===== config.mk =====
export PLATFORM = sky130hd
export DESIGN_NAME = muldiv_unit
export DESIGN_NICKNAME = d
export VERILOG_FILES = /design/src/rtl/muldiv_unit.sv
export SDC_FILE = /design/constraint.sdc
export NUM_CORES = 1
export LEC_CHECK = 0
export ABC_AREA = 1
export CORE_ASPECT_RATIO = 2
export CORE_UTILIZATION = 35
export CTS_CLUSTER_DIAMETER = 80
export DETAILED_ROUTE_END_ITERATION = 8
export GPL_TIMING_DRIVEN = 0
export PLACE_DENSITY = 0.49
export SLEW_MARGIN = 20
export SYNTH_ARGS = -nofsm -noshare
export SYNTH_HDL_FRONTEND = slang
export SYNTH_SLANG_ARGS = --single-unit

===== constraint.sdc =====
create_clock -name clk -period 4.8 [get_ports clk]
set_input_delay 0.72 -clock clk [delete_from_list [all_inputs] [get_ports clk]]
set_output_delay 0.72 -clock clk [all_outputs]
set_load 0.01 [all_outputs]

===== src/rtl/muldiv_unit.sv =====
// Iterative multiply/divide unit (shift-add multiply, restoring divide) with HI/LO results.
// Define MULDIV_FAST_MUL_EN to compute MULT/MULTU with a single-cycle multiplier instead.
module muldiv_unit #(
    parameter int WIDTH = 32
) (
    input  logic             clk,
    input  logic             rst,
    input  logic             start,
    input  logic [1:0]       op,
    input  logic [WIDTH-1:0] opa,
    input  logic [WIDTH-1:0] opb,
    input  logic             annul,
    output logic             busy,
    output logic             done,
    output logic [WIDTH-1:0] hi,
    output logic [WIDTH-1:0] lo,
    output logic             div_by_zero,
    output logic             stallreq
);

    localparam int CW = $clog2(WIDTH) + 1;

    typedef enum logic [1:0] {IDLE, CALC, DONE} state_t;

    state_t               state, state_nx;
    logic                 is_div_q;
    logic [WIDTH-1:0]     mag_a, mag_b;
    logic                 res_neg, dvd_neg;
    logic [2*WIDTH-1:0]   part, part_nx;
    logic [CW-1:0]        cnt;

    logic                 accept, a_neg, b_neg, dbz_in, last, load;
    logic [WIDTH-1:0]     ma_in, mb_in;
    logic [WIDTH:0]       rem_sh, diff;
    logic [WIDTH-1:0]     hi_nx, lo_nx;
    logic                 dbz_nx;
`ifndef MULDIV_FAST_MUL_EN
    logic [WIDTH:0]       add_sum;
`endif

    // Request decode and operand magnitudes
    always_comb begin
        accept = (state == IDLE) && start && !annul;
        a_neg  = !op[0] && opa[WIDTH-1];
        b_neg  = !op[0] && opb[WIDTH-1];
        ma_in  = a_neg ? -opa : opa;
        mb_in  = b_neg ? -opb : opb;
        dbz_in = op[1] && (opb == '0);
    end

    // part holds {partial remainder, dividend/quotient} for divide and
    // {accumulator, multiplier} for multiply; both shift one bit per cycle.
    always_comb begin
        rem_sh = part[2*WIDTH-1:WIDTH-1];
        diff   = rem_sh - {1'b0, mag_b};
        part_nx = part;
`ifdef MULDIV_FAST_MUL_EN
        last = !is_div_q || (cnt == CW'(WIDTH - 1));
`else
        last    = (cnt == CW'(WIDTH - 1));
        add_sum = {1'b0, part[2*WIDTH-1:WIDTH]} + {1'b0, (part[0] ? mag_a : '0)};
`endif
        if (is_div_q) begin
            if (diff[WIDTH])
                part_nx = {rem_sh[WIDTH-1:0], part[WIDTH-2:0], 1'b0};
            else
                part_nx = {diff[WIDTH-1:0], part[WIDTH-2:0], 1'b1};
        end else begin
`ifdef MULDIV_FAST_MUL_EN
            part_nx = {{WIDTH{1'b0}}, mag_a} * {{WIDTH{1'b0}}, mag_b};
`else
            part_nx = {add_sum, part[WIDTH-1:1]};
`endif
        end
    end

    // Result staging with sign correction; divide-by-zero bypasses CALC
    always_comb begin
        hi_nx  = '0;
        lo_nx  = '0;
        dbz_nx = 1'b0;
        load   = 1'b0;
        if (state == IDLE) begin
            load   = accept && dbz_in;
            hi_nx  = opa;
            lo_nx  = '1;
            dbz_nx = 1'b1;
        end else if (state == CALC) begin
            load = !annul && last;
            if (is_div_q) begin
                lo_nx = res_neg ? -part_nx[WIDTH-1:0] : part_nx[WIDTH-1:0];
                hi_nx = dvd_neg ? -part_nx[2*WIDTH-1:WIDTH] : part_nx[2*WIDTH-1:WIDTH];
            end else begin
                {hi_nx, lo_nx} = res_neg ? -part_nx : part_nx;
            end
        end
    end

    always_comb begin
        state_nx = state;
        case (state)
            IDLE: if (accept) state_nx = dbz_in ? DONE : CALC;
            CALC: begin
                if (annul)     state_nx = IDLE;
                else if (last) state_nx = DONE;
            end
            DONE:    state_nx = IDLE;
            default: state_nx = IDLE;
        endcase
        busy     = (state != IDLE);
        done     = (state == DONE) && !annul;
        stallreq = accept || (state == CALC);
    end

    always_ff @(posedge clk) begin
        if (rst) state <= IDLE;
        else     state <= state_nx;
    end

    always_ff @(posedge clk) begin
        if (rst) begin
            is_div_q    <= 1'b0;
            mag_a       <= '0;
            mag_b       <= '0;
            res_neg     <= 1'b0;
            dvd_neg     <= 1'b0;
            part        <= '0;
            cnt         <= '0;
            hi          <= '0;
            lo          <= '0;
            div_by_zero <= 1'b0;
        end else begin
            if (accept) begin
                is_div_q <= op[1];
                mag_a    <= ma_in;
                mag_b    <= mb_in;
                res_neg  <= a_neg ^ b_neg;
                dvd_neg  <= a_neg;
                part     <= op[1] ? {{WIDTH{1'b0}}, ma_in} : {{WIDTH{1'b0}}, mb_in};
                cnt      <= '0;
            end else if (state == CALC) begin
                part <= part_nx;
                cnt  <= cnt + CW'(1);
            end
            if (load) begin
                hi          <= hi_nx;
                lo          <= lo_nx;
                div_by_zero <= dbz_nx;
            end
        end
    end

endmodule


==> results summary <==
The flow ran to the end, and the final reports show no timing, DRC or antenna violations. The count of TritonRoute iterations in the first routing pass is 6. The number of buffer cells added on primary ports came out at 137. The post-route minimum period came out at 4670 ps. Setup repair after global routing left no endpoint under its margin. The total cell area at the placement stage came out at 20400 µm². STA classifies the critical path startpoint as a register.

Registers take 4090 µm². The largest fanout on the critical path is 5. The core occupancy in the finished layout came out at 41.9%. In this run the most critical hold path is launched from mag_a[28]. The remaining global-route overflow came out at 0. The clock root buffer is sky130_fd_sc_hd__clkbuf_16.

The share of async-settable or async-resettable flops after synthesis came out at 0%. The die covers 52900 µm². VDD sags by at most 0.000238 V. The timing startpoint of the critical path is part[55]. The net count of the finished layout is 3375. A synthesized cell averages 5.93 µm². Data arrives at the worst endpoint at 5170 ps. The pin count of the biggest net entering global routing came out at 15.

The startpoint of the worst register-to-register path is part[55]. The sum of routed wire length over all layers came out at 98.4 mm. The final-report setup violation count is 0. The finished cells cover 21400 µm². In this run the static leakage power is 9.91 nW.

For this run, the total global-route usage over all layers was measured as 37.5%. Counting instances in the post-synthesis netlist gives the leading cell types as sky130_fd_sc_hd__nand2_1, sky130_fd_sc_hd__inv_1, sky130_fd_sc_hd__nor2_1, sky130_fd_sc_hd__dfxtp_1, sky130_fd_sc_hd__nand3_1. The number of I/O pins is 138. The transition time of the tightest slew-check pin came out at 1180 ps. The CTS clock-pin slew for the worst setup and hold paths came out at 70 ps. Static timing analysis puts the maximum clock frequency at 0.214 GHz.

The insertion delay to the later sink of the worst-skew pair is 570 ps. The first global-routing pass estimated 140 mm of wire. The average routed wire per standard cell came out at 25.2 µm. The effective utilization at floorplan came out at 35.5%.

The fraction of layout cells with a size suffix above 1 is 7.87%. The ratio of routed vias to standard cells came out at 5.47. The via count of the first global-routing pass was 21365. The net count after synthesis is 3206. The smallest hold slack came out at 465 ps. The power per unit of standard cell area came out at 263 nW/µm². Once detailed placement completed, the half-perimeter wirelength came to 82.5 mm. The initial antenna violation count is 1.

The tightest slew margin relative to the limit is 20.7%. The synthesis warning total is 0. In the post-synthesis netlist, the biggest area contributors are sky130_fd_sc_hd__dfxtp_1, sky130_fd_sc_hd__nand2_1, sky130_fd_sc_hd__inv_1, sky130_fd_sc_hd__nor2_1, sky130_fd_sc_hd__nand3_1.

The TritonCTS clock tree is built. The floorplan step defined a core boundary enclosing 51100 µm². The maximum number of buffers from clock root to sink came out at 3. The detailed-route via count came out at 21378. The worst hold path belongs to the class reg2reg. The number of instances in the synthesized netlist came out at 3065. The register area share after synthesis is 22.5%. The setup path with the least slack is of type reg2reg.

The routability-driven placement congestion ratio came out at 1.04. The fraction of post-synthesis cell area in the top cell type by area came out at 22.5%. The layout overhead on the synthesized area is 17.7%. The number of placed instances with taps included came out at 3857.

The number of DRC markers in iteration 0 came out at 1489. The count of nets left with antenna violations once routing finished came out at 0. The number of rows in the core area came out at 117.

The post-synthesis instance area came out at 18200 µm². The number of max-slew violations in the final report came out at 0. The filler cell count came out at 5679. Buffers inserted during clock tree synthesis total 23. The multi-input combinational cells in the finished layout cover a total of 12100 µm².

The most repeated cell in the gate-level netlist after synthesis is sky130_fd_sc_hd__nand2_1. The worst setup path is captured at a register. The final hold violation count is 0. The count of flip-flops with a built-in enable after synthesis is 0. The data required time at the worst endpoint came out at 5300 ps. The number of different library cells used by synthesis comes to 53.

The cell accounting for the most synthesized area is sky130_fd_sc_hd__dfxtp_1. The largest clock skew in the final design came out at 37.7 ps. The total of max-cap violations is 0. The share of the clock period used by the worst path after layout is 97.3%. In this run the number of H-tree levels came out at 1. The die is 163 µm wide. The number of clock sinks came out at 204. For this run, the number of standard cells in the final layout without fillers is 3906.

The number of synthesized register bits came out at 204. The floorplan step set the die height to 324 µm. Hold repair after CTS inserted 0 buffers. The final routed DRC violation total is 0. The dominant register cell in the synthesized netlist is sky130_fd_sc_hd__dfxtp_1.
-- path summary, 6_finish.rpt --
path,to,slack (ps),cells past startpoint
max reg2reg,hi[16],130,25
max,hi[16],130,25
min reg2reg,mag_a[28],460,2
min,mag_a[28],460,2
-- cell families (layout without fill, tap and decap cells) --
kind of cell,Yosys count,in the layout,share of synthesized area [%]
compound gates,536,536,17.3
xor+xnor,97,97,4.68
fa+ha+maj,71,71,4.97
buf+inv,552,738,11.9
flops,204,204,22.5
other cells,0,1,0
simple gates,1605,1605,38.7
-- state kept, by name (all words and copies together) (netlist names) --
signal / count
mag_a: 32
state: 2
mag_b: 32
dvd_neg: 1
lo: 32
part: 64
hi: 32
res_neg: 1
is_div_q: 1
div_by_zero: 1
cnt: 6
-- power by group --
part           total, mW  leakage (nW)  internal [mW]  switching (mW)
clock               2.01         0.400           1.16           0.851
combinational       1.83          7.85          0.527            1.30
sequential          1.79          1.66           1.75          0.0382
total               5.63          9.91           3.44            2.19
-- final cells by class --
cell class / instances / share of cell area, %
Clock inverter: 14 / 0.936
Buffer: 109 / 2.30
Antenna cell: 1 / 0.0117
Multi-Input combinational cell: 2309 / 56.4
Inverter: 443 / 7.78
Clock buffer: 28 / 2.92
Sequential cell: 204 / 19.1
Timing Repair Buffer: 144 / 6.66
Tap cell: 654 / 3.83
-- metrics by stage --
stage          setup TNS (ps)  power, mW  setup slack [ps]
6_report                    0       5.63               130
5_1_grt                     0       5.85              7.19
4_1_cts                     0       5.59              37.8
3_3_place_gp            -3070       3.57              -830
2_1_floorplan               0       2.92              1110
3_5_place_dp            -4210       3.58              -395
-- critical path: stages, from the launching register on --
cell                      delay, ps
sky130_fd_sc_hd__dfxtp_1        670
sky130_fd_sc_hd__ha_1           430
sky130_fd_sc_hd__nand2_1        190
sky130_fd_sc_hd__nor2_4          60
sky130_fd_sc_hd__nand2_2        110
sky130_fd_sc_hd__inv_1           80
sky130_fd_sc_hd__a21oi_4        250
sky130_fd_sc_hd__nand3_4        150
sky130_fd_sc_hd__nand3_4        110
sky130_fd_sc_hd__nand2_1        100
sky130_fd_sc_hd__inv_1           90
sky130_fd_sc_hd__ha_1           150
sky130_fd_sc_hd__inv_1           80
sky130_fd_sc_hd__nor2_4         160
sky130_fd_sc_hd__nand4_1        210
sky130_fd_sc_hd__nor2_2         240
sky130_fd_sc_hd__nand4_1        170
sky130_fd_sc_hd__nor2_2         240
sky130_fd_sc_hd__nand2_1         90
sky130_fd_sc_hd__nand2_1         80
sky130_fd_sc_hd__nand2_2        120
sky130_fd_sc_hd__nor2_2         200
sky130_fd_sc_hd__nand2_1        100
sky130_fd_sc_hd__nand3_1         90
sky130_fd_sc_hd__nand3_1        230
sky130_fd_sc_hd__a21oi_1        190
-- placed cells by master, fill, tap and decap left out, types with 23 or more instances in the layout --
cell,Yosys,routed
sky130_fd_sc_hd__nand2_1,915,913
sky130_fd_sc_hd__inv_1,413,412
sky130_fd_sc_hd__nor2_1,266,260
sky130_fd_sc_hd__dfxtp_1,204,197
sky130_fd_sc_hd__nand3_1,198,196
sky130_fd_sc_hd__o21ai_0,174,172
sky130_fd_sc_hd__a21oi_1,168,167
sky130_fd_sc_hd__clkdlybuf4s50_1,0,137
sky130_fd_sc_hd__clkbuf_1,75,76
sky130_fd_sc_hd__ha_1,69,65
sky130_fd_sc_hd__xor2_1,60,60
sky130_fd_sc_hd__nand2_2,48,50
sky130_fd_sc_hd__xnor2_1,37,37
sky130_fd_sc_hd__a22oi_1,37,37
sky130_fd_sc_hd__nand4_1,34,34
sky130_fd_sc_hd__nor3_1,33,32
sky130_fd_sc_hd__o211ai_1,32,32
sky130_fd_sc_hd__inv_2,26,27
sky130_fd_sc_hd__clkbuf_16,0,23
-- timing repair --
| action | 4_1_cts | 5_1_grt |
|---|---|---|
| pin swaps | 2 | 5 |
| gates resized for setup | 14 | 23 |
| setup buffers | 2 | 4 |
| setup endpoints to repair | 13 | 17 |
-- layer usage --
layer,global-route usage (%),vias up,wire (µm),part of all wire [%]
li1,-,10251,-,-
met1,34.2,9769,31900,32
met2,66.9,929,48600,49
met3,4.44,429,4540,4.6
met4,43.3,0,13400,14
met5,0,-,0,0
(Power assumes the default switching activity.)
